## config.mk

```make
export PLATFORM = sky130hd
export DESIGN_NAME = rc4_decrypt_fsm
export DESIGN_NICKNAME = d
export VERILOG_FILES = /design/src/rtl/rc4_decrypt_fsm.sv
export SDC_FILE = /design/constraint.sdc
export NUM_CORES = 1
export LEC_CHECK = 0
export BUFFER_PORTS_ARGS = -buffer_cell sky130_fd_sc_hd__clkbuf_2
export CAP_MARGIN = 40
export CORE_ASPECT_RATIO = 1.1
export CORE_MARGIN = 2
export CORE_UTILIZATION = 50
export CTS_BUF_LIST = sky130_fd_sc_hd__clkbuf_4
export CTS_CLUSTER_DIAMETER = 50
export DETAILED_ROUTE_END_ITERATION = 12
export PLACE_DENSITY = 0.7
export SKIP_CTS_REPAIR_TIMING = 1
export SYNTH_ARGS = -nofsm -noshare
export SYNTH_HDL_FRONTEND = slang
export SYNTH_SLANG_ARGS = --single-unit
export TNS_END_PERCENT = 10
```

## constraint.sdc

```tcl
create_clock -name clk -period 2.95 [get_ports clk]
set_clock_uncertainty 0.1 [all_clocks]
set_input_delay 0.295 -clock clk [delete_from_list [all_inputs] [get_ports clk]]
set_output_delay 0.295 -clock clk [all_outputs]
set_load 0.005 [all_outputs]
```

## src/rtl/rc4_decrypt_fsm.sv

```systemverilog
// rc4_decrypt_fsm
//   RC4 PRGA decryption stage. Once S has been initialised and key-shuffled,
//   a `start` makes this block request the S-memory port, then for each of
//   MSG_LEN bytes it reads/swaps S, fetches the keystream byte, XORs it with
//   the encrypted ROM byte and writes the plaintext to the decrypted RAM.
//   A plaintext byte outside {0x20, 0x61..0x7A} aborts the run early and
//   raises `char_invalid` so a key-search controller can try the next key.
//
// Ports
//   clk, reset_n         clock, asynchronous active-low reset
//   start                level request, sampled only in IDLE
//   busy                 high in every state except IDLE
//   finish               one-cycle pulse in DONE
//   char_invalid         sticky abort flag, cleared when a start is accepted
//   mem_req / mem_gnt    S-memory ownership handshake with the memory handler
//   s_address/s_data/s_wren/s_q   S memory port (1-cycle read latency)
//   rom_address/rom_q    encrypted-message ROM (address is the byte index k)
//   d_address/d_data/d_wren       decrypted-message RAM write port
module rc4_decrypt_fsm #(
   parameter int MSG_LEN = 32,
   localparam int AW = (MSG_LEN > 1) ? $clog2(MSG_LEN) : 1
) (
   input  logic          clk,
   input  logic          reset_n,
   input  logic          start,
   output logic          busy,
   output logic          finish,
   output logic          char_invalid,
   output logic          mem_req,
   input  logic          mem_gnt,
   output logic [7:0]    s_address,
   output logic [7:0]    s_data,
   output logic          s_wren,
   input  logic [7:0]    s_q,
   output logic [AW-1:0] rom_address,
   input  logic [7:0]    rom_q,
   output logic [AW-1:0] d_address,
   output logic [7:0]    d_data,
   output logic          d_wren
);

   localparam logic [AW-1:0] K_LAST = AW'(MSG_LEN - 1);

   typedef enum logic [3:0] {
      IDLE,
      REQ,
      RD_SI,
      WAIT_SI,
      RD_SJ,
      WAIT_SJ,
      WR_SI,
      WR_SJ,
      RD_F,
      WAIT_F,
      WR_D,
      DONE
   } state_t;

   state_t state, nxt;

   logic [7:0]    i, j, si, sj, f;
   logic [AW-1:0] k;
   logic [7:0]    pt;
   logic          pt_ok;

   // rom_q has been stable for several cycles by the time WR_D is reached,
   // so the plaintext can be formed combinationally from the captured f.
   assign pt    = f ^ rom_q;
   assign pt_ok = ((pt >= 8'h61) && (pt <= 8'h7A)) || (pt == 8'h20);

   assign rom_address = k;

   // ---------------------------------------------------------------- state
   always_ff @(posedge clk or negedge reset_n) begin
      if (!reset_n) state <= IDLE;
      else          state <= nxt;
   end

   // ----------------------------------------------------------- next state
   always_comb begin
      nxt = state;
      unique case (state)
         IDLE:    if (start)   nxt = REQ;
         REQ:     if (mem_gnt) nxt = RD_SI;
         RD_SI:   nxt = WAIT_SI;
         WAIT_SI: nxt = RD_SJ;
         RD_SJ:   nxt = WAIT_SJ;
         WAIT_SJ: nxt = WR_SI;
         WR_SI:   nxt = WR_SJ;
         WR_SJ:   nxt = RD_F;
         RD_F:    nxt = WAIT_F;
         WAIT_F:  nxt = WR_D;
         WR_D:    nxt = (!pt_ok || (k == K_LAST)) ? DONE : RD_SI;
         DONE:    nxt = IDLE;
         default: nxt = IDLE;
      endcase
   end

   // -------------------------------------------------------------- datapath
   always_ff @(posedge clk or negedge reset_n) begin
      if (!reset_n) begin
         i            <= '0;
         j            <= '0;
         k            <= '0;
         si           <= '0;
         sj           <= '0;
         f            <= '0;
         char_invalid <= 1'b0;
      end else begin
         unique case (state)
            IDLE: begin
               if (start) begin
                  i            <= '0;
                  j            <= '0;
                  k            <= '0;
                  si           <= '0;
                  sj           <= '0;
                  f            <= '0;
                  char_invalid <= 1'b0;
               end
            end
            RD_SI:   i <= i + 8'd1;
            // j uses the freshly read S[i] directly; si is only a copy for
            // the later swap and the f-address sum.
            WAIT_SI: begin
               si <= s_q;
               j  <= j + s_q;
            end
            WAIT_SJ: sj <= s_q;
            WAIT_F:  f  <= s_q;
            WR_D: begin
               if (!pt_ok)           char_invalid <= 1'b1;
               else if (k != K_LAST) k <= k + AW'(1);
            end
            default: ;
         endcase
      end
   end

   // --------------------------------------------------------------- outputs
   // i == j needs no special case: WR_SJ lands on the same word after WR_SI
   // and leaves S[i] = si, which is exactly what a swap with itself means.
   always_comb begin
      busy      = (state != IDLE);
      finish    = (state == DONE);
      mem_req   = (state != IDLE) && (state != DONE);
      s_address = '0;
      s_data    = '0;
      s_wren    = 1'b0;
      d_address = '0;
      d_data    = '0;
      d_wren    = 1'b0;
      unique case (state)
         RD_SI: s_address = i + 8'd1;
         RD_SJ: s_address = j;
         WR_SI: begin
            s_address = i;
            s_data    = sj;
            s_wren    = 1'b1;
         end
         WR_SJ: begin
            s_address = j;
            s_data    = si;
            s_wren    = 1'b1;
         end
         RD_F:  s_address = si + sj;
         WR_D: begin
            // the offending byte of an abort is still written
            d_address = k;
            d_data    = pt;
            d_wren    = 1'b1;
         end
         default: ;
      endcase
   end

endmodule

```

# --- After elaboration in Yosys (flattened, before gate mapping) ---
# Cells that the tools add are included.
word_totals:
  register_bits: 50
  out_inout_bits: 40
  romBits: 0
  latchBits: 0
  input_bits: 20
  ramBits: 0
  memories: 0
  wordCells: 79
op_classes:
  n_addsub: 4
  n_eq_ne: 20
  n_mul: 0
  muxes: 23
  reduce_logical: 21
  n_div: 0
  shifts: 0
  magnitude_cmp: 2
  bitwise_logic: 1
ops:
  columns: ["operator", "n"]
  rows:
  - ["$pmux W8 S2", 6]
  - ["$pmux W4 S11", 1]
  - ["$pmux W8 S4", 1]
  - ["$mux W5", 4]
  - ["$add A8 B8 Y8", 2]
  - ["$eq A4 B3 Y1 const B", 4]
  - ["$eq A4 B4 Y1 const B", 4]
  - ["$mux W8", 2]
  - ["$mux W4", 3]
  - ["$ne A2 B2 Y1 const B", 5]
  - ["$pmux W5 S2", 1]
  - ["$reduce_and A2 Y1", 5]
  - ["$reduce_bool A2 Y1", 5]
  - ["$add A8 B1 Y8 const B", 1]
  - ["$eq A4 B2 Y1 const B", 2]
  - ["$eq A8 B6 Y1 const B", 1]
  - ["$ge A8 B7 Y1 const B", 1]
  - ["$le A8 B7 Y1 const B", 1]
  - ["$xor A8 B8 Y8", 1]
  - ["$add A5 B1 Y5 const B", 1]
  - ["$eq A5 B5 Y1 const B", 1]
  - ["$ne A5 B5 Y1 const B", 1]
  - ["$eq A4 B1 Y1 const B", 1]
  - ["$logic_not A4 Y1", 1]
  - ["10 further kinds", 16]

# --- Depth between registers and ports, before layout ---
depth:
  ltp_word: 8
  mapped_depth: 9
  depth_no_buf: 9

# --- Worst setup path after synthesis ---
# No wires, ideal clock.
synth_timing:
  path_kind: "register to output"
  from: "reg si[0]"
  to: "out s_address[6]"
  setup_slack_ns: 0.726
  t_arrival_ns: 1.829
  stages_incl_launch_ff: 10
  required_time_ns: 2.555
  n_path_buf: 0
  cell_sequence: "dfrtp_1 -> ha_1 -> inv_1 -> fa_1 -> nor2b_1 -> o21ai_1 -> nand2b_1 -> a21oi_1 -> or4b_1 -> nand3_1"
synth_between:
  elab_chain_cells: 2
synth_rtl:
  columns: ["item", "line_no", "text"]
  rows:
  - ["start: declaration", "61", "logic [7:0] i, j, si, sj, f;"]
  - ["start signal: assignment", "126", "si <= s_q;"]
  - ["$add A8 B8 Y8", "166", "RD_F: s_address = si + sj;"]
  - ["$pmux W8 S4", "153", "unique case (state)"]
  - ["end: declaration", "31", "output logic [7:0] s_address,"]
# Every way passes these cells.

# --- Final worst setup path ---
layout_timing:
  from: "reg sj[0]"
  to: "out s_address[6]"
layout_between:
  elab_chain_cells: 2
layout_rtl:
  columns: ["item", "line_no", "text"]
  rows:
  - ["start: declaration", "61", null]
  - ["start signal: assignment", "129", "WAIT_SJ: sj <= s_q;"]
  - ["$add A8 B8 Y8", "166", null]
  - ["$pmux W8 S4", "153", null]
# Every way passes these cells.

==> metrics <==
status=complete, no violations; Final Setup Violations=0; commonest non-fill, non-tap cell in the layout=clkbuf_2; DRT Pass-1 Iters=4; Clock Tree Root=clkbuf_4; pwr dens=843.5 nW/um^2; RSZ-0062 raised after global routing=true; antenna fix cells=0; asr flop ratio synth=100.0%; Residual DRC=0; input/output buffers=59; Net count, final=463; CTS tree=built; CP max-delay cell=or4b_1; worst skew pair latency=0.40 ns; CTS Buffer Depth=2; Placed Area=3610 sq um; Peak VDD IR=0.4134 mV; ys flop type=dfrtp_1; Mapped Avg Cell Area=8.862 sq um; hold_sp=s_q[7]; share of power burned in registers=37.2%; Post-Syn Instances=364; max-cap violations=0; First DRT Iteration DRCs=197; count of final max-slew check failures=0; worst-path cell chain=ha_2, inv_1, fa_2, nor2b_2, o21ai_1, nand2b_1, a21oi_1, or4b_1, nand3_1, clkbuf_2; global route overflow=0; sw frac=44.30%; core region area=~6200 sq um; Final Hold Viols=0; Pint=approximately 1.7 mW; Post-synth EDFFs=0; sequential fraction of the synthesis area=38.79%; Vert. Die Dim=88.24 um; Crit Path Category=reg2out; Layout Area Growth over Synthesis=15.44%; clock power share=13.6%; Top Ports=60; Synth Register Bits=50; Die ar.=7110 sq um; vias per cell=5.745; DP HPWL=6.028 mm; critical path data arrival time=2.49 ns; Sw Pwr=1.391 mW; crit-path max FO=3; pre-CTS WS=0.4731 ns; Max Freq=about 350 MHz; Setup crit start kind=register; max incr delay on CP=approximately 0.48 ns; Final Critical Period=2.882 ns; Die X=80.58 um; synth warn=0; Worst setup startpoint=sj[0]; clk sinks=50; cts bufs inserted=5; Crit path required time=2.56 ns; Netlist Area Pre-Place=3226 sq um; commonest non-fill, non-tap cells in the layout=59 x clkbuf_2, 50 x dfrtp_1, 44 x nand2_1; Tightest Pin Transition=0.7075 ns; Final Instance Area=3724 sq um; total wire length=8.120 mm; initial antenna violation count=0; vias in the first global route=between 2000 and 3000; logic gate share of total power=between 40% and 50%; Synthesized Nets=403; Setup crit end kind=primary output; layout cell share with drive strength beyond 1=20.24%; drt wl/cell=16.08 um; final period utilization=97.68%; Layout fillers=558; worst rel slew slack=52.66%; largest net degree at the start of global routing=33; first-pass GRT wire length=13.18 mm; P_leak=1.825 nW; via count=2901; Post-DRT Antenna Nets=0; htree depth=2; GP Congestion=0.8581; FF-to-FF setup slack=0.64 ns; reg-to-reg startpoint=state[2]; fin worst setup slack=slightly below 0.07 ns; Total GRT Usage=about a quarter; HP Class=in2reg; Yosys cell types=48; Initial Util=52.08%; Cell Rows=30; CTS clk-pin slew, worst paths=0.17 ns
==> power groups by stage <==
stage | Clock, mW | Sequential [mW] | Combinational [mW]
6_report | 0.428 | 1.17 | 1.55
5_1_grt | 0.471 | 1.20 | 1.74
4_1_cts | 0.436 | 1.16 | 1.53
3_5_place_dp | 0 | 1.18 | 1.52
3_3_place_gp | 0 | 1.18 | 1.48
2_1_floorplan | 0 | 1.06 | 1.18
==> cell type report <==
type,instances,area [sq um],area share [%]
Multi-Input combinational cell,289,1888,50.71
Sequential cell,50,1251,33.60
Timing Repair Buffer,67,357.8,9.610
Tap cell,80,100.1,2.688
Clock inverter,3,47.55,1.277
Inverter,11,41.29,1.109
Clock buffer,5,37.54,1.008
==> cells in the mapped netlist, types with 5 or more instances <==
| cell type | count | area [sq um] |
|---|---|---|
| o21ai_1 | 22 | 110.1 |
| nand3_1 | 24 | 120.1 |
| ha_1 | 17 | 212.7 |
| nand2_1 | 44 | 165.2 |
| nor2_1 | 39 | 146.4 |
| and2_1 | 7 | 43.79 |
| and3_1 | 5 | 31.28 |
| a22o_1 | 18 | 157.7 |
| inv_1 | 11 | 41.29 |
| nand2b_1 | 7 | 43.79 |
| xnor2_1 | 8 | 70.07 |
| xor2_1 | 13 | 113.9 |
| clkbuf_1 | 10 | 37.54 |
| dfrtp_1 | 50 | 1251 |
| a21oi_1 | 13 | 65.06 |
| o21ai_0 | 12 | 60.06 |
==> cells by family (layout without fill, tap and decap cells) <==
group	after synthesis	in the layout	synth area share, %
AOI/OAI and AO/OA	92	92	18.89
adders and majority gates	19	19	7.835
xor gates and xnor gates	25	25	7.719
muxes	2	2	0.7369
DFF	50	50	38.79
and+or+nand+nor	151	151	23.00
buffers and inverters	25	86	3.025
==> registers in the layout, summed over array words and instances, names as in the netlist <==
register,count
i,8
f,8
j,8
si,8
rom_address,5
sj,8
char_invalid,1
state,4
==> path summary, 6_finish.rpt <==
path | cells past startpoint | to
max | 10 | s_address[6]
min | 3 | si[7]
max reg2reg | 6 | rom_address[3]
min reg2reg | 1 | j[7]
max in group asynchronous | 3 | si[4]
min in group asynchronous | 2 | i[5]
==> routing by layer <==
layer / track usage [%] / share of wire (%)
met1: 32.67 / 45
met4: 9.707 / 2.5
met2: 38.79 / 48
met3: 3.980 / 4.7
met5: 0 / 0
==> metrics by stage <==
step	utilization, %	hold WS, ns	TNS (ns)	total power [mW]	instances
3_5_place_dp	58.28	0.1978	0	2.697	495
5_1_grt	60.12	0.02304	-0.07927	3.413	505
6_report	60.12	0.03631	0	3.141	505
4_1_cts	59.66	-0.2390	-0.005621	3.128	503
3_3_place_gp	58.28	0.1838	0	2.657	495
2_1_floorplan	-	-0.1006	0	2.237	364
==> critical path, delay by kind of cell, from the launching register on <==
kind / cells / cell delay, ns
adders and majority gates: 2 / 0.55
buffers and inverters: 2 / 0.17
AOI/OAI and AO/OA: 2 / 0.14
DFF: 1 / 0.41
and+or+nand+nor: 4 / 0.82
Note: power is estimated with default switching activity, not from simulation.
